**config.mk**
```make
export PLATFORM = sky130hd
export DESIGN_NAME = keypad_scan_entry
export DESIGN_NICKNAME = d
export VERILOG_FILES = /design/src/rtl/keypad_scan_entry.sv
export SDC_FILE = /design/constraint.sdc
export NUM_CORES = 1
export LEC_CHECK = 0
export CAP_MARGIN = 20
export CORE_UTILIZATION = 40
export DETAILED_ROUTE_END_ITERATION = 6
export PLACE_DENSITY = 0.67
export SETUP_SLACK_MARGIN = 0.02
export SYNTH_ARGS = -nofsm -noshare
export SYNTH_HDL_FRONTEND = slang
export SYNTH_SLANG_ARGS = --single-unit
```
**constraint.sdc**
```tcl
create_clock -name clk -period 2.7 [get_ports clk]
set_input_delay 0.81 -clock clk [delete_from_list [all_inputs] [get_ports clk]]
set_output_delay 0.81 -clock clk [all_outputs]
set_load 0.02 [all_outputs]
```
**src/rtl/keypad_scan_entry.sv**
```systemverilog
// 4x4 active-low matrix keypad scanner with debounce; accepted keys shift
// into a 32-bit hex entry register that can feed the 7-segment display driver.
module keypad_scan_entry #(
    parameter int SCAN_DIV       = 17,
    parameter int DEBOUNCE_SCANS = 4
) (
    input  logic        clk,
    input  logic        clr,
    input  logic [3:0]  col,
    output logic [3:0]  row,
    output logic [31:0] x,
    output logic [3:0]  key_code,
    output logic        key_valid,
    output logic        key_down
);

    typedef enum logic [1:0] {SCAN, DEBOUNCE, HELD} state_t;

    localparam logic [3:0] DEB_N = 4'(DEBOUNCE_SCANS);

    state_t              state, state_nx;
    logic [SCAN_DIV-1:0] presc;
    logic [3:0]          col_m, col_s;
    logic [1:0]          row_idx, hold_row, hold_col, col_idx;
    logic [3:0]          deb_cnt, deb_nx, acc_code;
    logic                tick, pressed, hold_hit;
    logic                row_adv, latch, accept, release_k;

    assign tick     = &presc;
    assign pressed  = (col_s != 4'b1111);
    assign hold_hit = ~col_s[hold_col];

    always_comb begin
        if (!col_s[0])      col_idx = 2'd0;
        else if (!col_s[1]) col_idx = 2'd1;
        else if (!col_s[2]) col_idx = 2'd2;
        else                col_idx = 2'd3;
    end

    // Accepting straight from SCAN (single-scan debounce) uses the live indices.
    assign acc_code = (state == SCAN) ? {row_idx, col_idx} : {hold_row, hold_col};

    always_ff @(posedge clk or posedge clr) begin
        if (clr) state <= SCAN;
        else     state <= state_nx;
    end

    always_comb begin
        state_nx  = state;
        deb_nx    = deb_cnt;
        row_adv   = 1'b0;
        latch     = 1'b0;
        accept    = 1'b0;
        release_k = 1'b0;
        if (tick) begin
            case (state)
                SCAN: begin
                    if (!pressed) begin
                        row_adv = 1'b1;
                    end else begin
                        latch = 1'b1;
                        if (DEB_N == 4'd1) begin
                            accept   = 1'b1;
                            deb_nx   = '0;
                            state_nx = HELD;
                        end else begin
                            deb_nx   = 4'd1;
                            state_nx = DEBOUNCE;
                        end
                    end
                end
                DEBOUNCE: begin
                    if (hold_hit) begin
                        if (deb_cnt + 4'd1 == DEB_N) begin
                            accept   = 1'b1;
                            deb_nx   = '0;
                            state_nx = HELD;
                        end else begin
                            deb_nx = deb_cnt + 4'd1;
                        end
                    end else begin
                        deb_nx   = '0;
                        row_adv  = 1'b1;
                        state_nx = SCAN;
                    end
                end
                HELD: begin
                    if (!hold_hit) begin
                        if (deb_cnt + 4'd1 == DEB_N) begin
                            release_k = 1'b1;
                            deb_nx    = '0;
                            row_adv   = 1'b1;
                            state_nx  = SCAN;
                        end else begin
                            deb_nx = deb_cnt + 4'd1;
                        end
                    end else begin
                        deb_nx = '0;
                    end
                end
                default: state_nx = SCAN;
            endcase
        end
    end

    always_comb begin
        row = ~(4'b0001 << row_idx);
    end

    always_ff @(posedge clk or posedge clr) begin
        if (clr) begin
            presc     <= '0;
            col_m     <= '1;
            col_s     <= '1;
            row_idx   <= '0;
            hold_row  <= '0;
            hold_col  <= '0;
            deb_cnt   <= '0;
            x         <= '0;
            key_code  <= '0;
            key_valid <= 1'b0;
            key_down  <= 1'b0;
        end else begin
            presc     <= presc + 1'b1;
            col_m     <= col;
            col_s     <= col_m;
            deb_cnt   <= deb_nx;
            key_valid <= accept;
            if (row_adv) row_idx <= row_idx + 2'd1;
            if (latch) begin
                hold_row <= row_idx;
                hold_col <= col_idx;
            end
            if (accept) begin
                key_code <= acc_code;
                x        <= {x[27:0], acc_code};
                key_down <= 1'b1;
            end
            if (release_k) key_down <= 1'b0;
        end
    end

endmodule

```
Word-level counts from Yosys, hierarchy flattened
Cells that the tools add are included.
{ "classes": {"order_cmp": 1, "n_reduce_logical": 6, "n_shift": 1, "n_addsub": 3, "n_eq_ne": 8, "bitwise_logic": 1, "mux": 33} }
{ "ops": {"columns": ["operator", "n"], "rows": [
  ["$reduce_and 21->1", 1],
  ["$mux 4", 5],
  ["$reduce_and 19->1", 1],
  ["$add 17x1->17 const B", 1],
  ["$mux 1", 17],
  ["$reduce_and 17->1", 1],
  ["$mux 2", 7],
  ["$pmux 4 s3", 1],
  ["$ne 2x2->1 const B", 3],
  ["$pmux 2 s3", 1],
  ["$add 4x1->4 const B", 1],
  ["$eq 4x3->1 const B", 1],
  ["$ne 4x4->1 const B", 1],
  ["$not 4->4", 1],
  ["$shl 1x2->4 const A", 1],
  ["$lt 2x3->1 const B", 1],
  ["$ne 3x3->1 const B", 1],
  ["$pmux 1 s3", 1],
  ["$reduce_bool 3->1", 1],
  ["$add 2x1->2 const B", 1],
  ["$bmux 1 s2", 1],
  ["$eq 2x1->1 const B", 1],
  ["$eq 2x2->1 const B", 1],
  ["$logic_not 2->1", 1],
  ["$reduce_bool 2->1", 1]
]} }
{ "word_totals": {"input_bits": 6, "wordCells": 65, "register_bits": 75} }

Depth between registers and ports, before layout
{ "logic_depth": {"depth_word": 8, "mapped_depth": 9} }

Least setup slack after synthesis
OpenSTA, ideal clock, no wires.
{ "synth_path": {"kind": "register to register", "start": "register presc[0]", "end": "register x[0]", "slack_ns": 0.525, "required_ns": 2.575, "path_stages_with_launch": 10, "n_path_buf": 1, "arrival_time_ns": 2.051, "period_less_slack_ns": 2.175, "cell_sequence": "dfrtp_1 > ha_1 > and4_1 > nand4_2 > nor2_1 > ha_1 > and2_1 > nand3_2 > buf_4 > mux2_2"} }
{ "synth_via": {"elab_chain_cells": 2} }
{ "synth_rtl": {"columns": ["element", "line", "rtl"], "rows": [
  ["from (decl)", "22", "logic [SCAN_DIV-1:0] presc;"],
  ["from (signal assigned)", "124", "presc <= presc + 1'b1;"],
  ["$reduce_and 17->1", "29", "assign tick = &presc;"],
  ["$mux 1", "55", "if (tick) begin"],
  ["to (signal assigned)", "136", "x <= {x[27:0], acc_code};"],
  ["to (decl)", "11", "output logic [31:0] x,"]
]} }
No other way between the ends.
A chain may end at the register's enable or synchronous reset.

Worst setup path in the final report
{ "layout_path": {"start": "register row_idx[0]", "end": "output port row[0]"} }
{ "layout_via": {"elab_chain_cells": 2} }
{ "layout_rtl": {"columns": ["element", "line", "rtl"], "rows": [
  ["from (decl)", "24", "logic [1:0] row_idx, hold_row, hold_col, col_idx;"],
  ["from (signal assigned)", "129", "if (row_adv) row_idx <= row_idx + 2'd1;"],
  ["$shl 1x2->4", "107", "row = ~(4'b0001 << row_idx);"],
  ["$not 4->4", "107", null],
  ["to (decl)", "10", "output logic [3:0] row,"]
]} }
No other way between the ends.

==> run_results.csv <==
group,metric,value,unit
detailed_routing,vias,2001,
sta,fin_crit_sh,94.9,%
pwr,p_sw,437,µW
synthesis,ys_warn_count,0,
worst_setup_path,r2r-start,"presc[0]",
global_routing,grt_pass1_vias,1961,
synthesis,synth.distinct_cells,46,
synthesis,syn_avg_cell_area,12.8,µm²
sta,worst_slew_pin_slew,0.463,ns
global_routing,gr-usage-all-layers,14.3,%
detailed_routing,drc,0,
layout,finalInstanceArea,3990,µm²
detailed_routing,ant_nets,0,
cts,clk_latency,0.35,ns
place,dpl_cell_area,3800,µm²
run_status,status,"finished clean",
die,die_area,8410,µm²
pwr,fin_total_pwr,1.89,mW
global_routing,grt.overflow.total,0,
cts,hold_buffers,0,
global_routing,grt_pass1_wl,9320,µm
cts,cts_tree,"built",
synthesis,synth_area_leader_cell,"dfrtp_1",
place,gp_congestion,0.804,
synthesis,synth-seq-cells,71,
worst_setup_path,r2r_end,"row_idx[0]",
sta,rsz0062_at_grt,"no",
die,die_w,91.7,µm
worst_setup_path,critPathCaptureType,"output pin",
sta,slew_headroom,68.3,%
sta,fin_crit,2.56,ns
sta,drv_slew,0,
die,start_util,41.5,%
sta,fin_skew,0.00806,ns
cts,cts_sinks,71,
worst_setup_path,crit_fanout,10,
cts,clk_pin_slew,0.08,ns
detailed_routing,vias_per_cell,4.87,
die,dieHeight,91.7,µm
pwr,power_leakage,1.83,nW
synthesis,synth_edf_count,0,
global_routing,grt_antenna_before_repair,0,
flow_run,max_cap_violations,0,
cts,root_buffer,"clkbuf_8",
worst_setup_path,path_class,"flop to output pin",
layout,layout.core_utilization,51.3,%
sta,setup_tns,0,ns
hold_path,hold_class,"flop to flop",
sta,hold_viol,0,
place,placed_cells,395,
layout,antenna_cells,0,
die,core-area,7770,µm²
synthesis,synthTopCellsByArea,"dfrtp_1, mux2_2, dfstp_2, ha_1, xnor2_1",
die,ios,48,
synthesis,synth_commonest_cells,"dfrtp_1, mux2_2, inv_1",
layout,syn_to_final_growth,23.8,%
sta,setup_ws,0.138,ns
place,port_buffers,47,
pwr,vdd_drop_max,236,µV
synthesis,seq_area_frac_synth,55.5,%
detailed_routing,drt_pass1_iterations,4,
synthesis,syn_area,3220,µm²
detailed_routing,drt_iter0_drc,95,
pwr,combPwrFrac,2.2,%
worst_setup_path,cp-endpoint,"row[0]",
sta,setup_viol,0,
sta,fmax,0.390,GHz
pwr,seqPwrFrac,57.1,%
worst_setup_path,startpoint,"row_idx[0]",
synthesis,synthCells,252,
cts,post_cts.repair.setup_buffers,0,
place,place_worst_setup_slack,0.250,ns
die,num_rows,32,
layout,drive_above_1_share,24.9,%
place,dp_hpwl,3790,µm
detailed_routing,wl_per_cell,13.0,µm
layout,fin_nets,322,
cts,cts_resized,1,
synthesis,syn-num-nets,270,
worst_setup_path,cp-start-kind,"flop",
cts,htree_levels,3,
worst_setup_path,r2r_slack,0.18,ns
worst_setup_path,crit_required,1.89,ns
synthesis,yosysMostFrequentCell,"dfrtp_1",
synthesis,ys.flop_type,"dfrtp_1",
worst_setup_path,r2r_cells,8,
pwr,clockPowerShare,40.7,%
cts,cts_buffers,9,
sta,hold_ws,0.358,ns
pwr,power.share.switching,23.2,%
synthesis,synth.top_cell.area_share,49.0,%
layout,fin_cells,411,
worst_setup_path,arrival,1.75,ns
pwr,power_density,473,nW/µm²
pwr,p_int,1.45,mW
global_routing,grt_max_degree,57,
detailed_routing,drt-total-wl,5340,µm
synthesis,ys_async_sr_fraction,100,%
cts,clockBufferDepth,2,
-- power groups by stage --
| stage | clock [mW] | sequential, mW | combinational, mW |
|---|---|---|---|
| after floorplan | 0 | 1.10 | 0.0242 |
| after global placement | 0 | 1.10 | 0.0426 |
| after detailed placement | 0 | 1.10 | 0.0424 |
| after CTS | 0.799 | 1.08 | 0.0425 |
| after global routing | 0.848 | 1.08 | 0.0471 |
| final | 0.767 | 1.08 | 0.0407 |
-- worst min path at each step --
stage | endpoint | cells past startpoint | startpoint | slack [ns]
finish | col_s[1] | 0 | col_m[1] | 0.36
global route | col_s[1] | 0 | col_m[1] | 0.36
CTS | col_s[1] | 0 | col_m[1] | 0.36
detailed placement | col_s[0] | 0 | col_m[0] | 0.35
global placement | col_s[0] | 0 | col_m[0] | 0.35
floorplan | col_s[0] | 0 | col_m[0] | 0.35
-- registers in the layout, summed over array words and instances, names as in the netlist --
name	count
col_s	4
deb_cnt	4
col_m	4
hold_col	2
row_idx	2
state	2
x	32
key_down	1
key_valid	1
hold_row	2
presc	17
-- cell families (layout without fill, tap and decap cells) --
family | count (synthesis) | count (layout) | synth area share [%]
fa+ha+maj | 12 | 12 | 4.66
simple gates | 61 | 61 | 11.4
xor+xnor | 14 | 14 | 3.81
flops | 71 | 71 | 55.5
mux | 44 | 44 | 15.6
compound gates | 24 | 24 | 5.21
buf+inv | 26 | 83 | 3.85
-- layout make-up --
cell class                 instances  area, µm²
fill                             687       3780
sequential                        71       1790
multi-input combinational        155       1310
timing repair buffer              49        510
clock buffer                      10        138
tap                              102        128
inverter                          18       67.6
clock inverter                     6       45.0
-- per-layer routing --
layer | share of wire [%] | track usage (%) | routed length (µm)
met4 | 1.6 | 5.08 | 86
met1 | 49 | 19.0 | 2590
met2 | 46 | 21.6 | 2440
met3 | 4.1 | 5.39 | 218
met5 | 0 | 0 | 0
-- worst max-delay path, cell delays in order, from the launching register on --
cell             delay, ns
dfrtp_2               0.46
inv_1                 0.11
ha_1                  0.20
inv_1                 0.05
clkdlybuf4s50_1       0.59
-- cell usage in the layout, fill, tap and decap left out, drive strengths merged, types with 2 or more instances in the layout --
cell type	Yosys	final
nand2b	2	2
mux2i	4	4
inv	18	19
o311ai	2	2
a31oi	4	4
buf	7	2
nand3	7	7
clkinv	0	2
nand4	5	5
and4	3	3
nor3	2	2
dfrtp	63	63
nand2	17	17
xor2	6	6
and3	3	3
clkdlybuf4s50	0	47
dfstp	8	8
nor2	7	7
o21ai	6	6
a21oi	2	2
mux2	39	39
or2	2	2
clkbuf	1	10
and2	3	3
nand3b	3	3
o21a	2	2
xnor2	8	8
ha	12	12
clkinvlp	0	3
No activity file was read; power rests on OpenSTA's default activity.
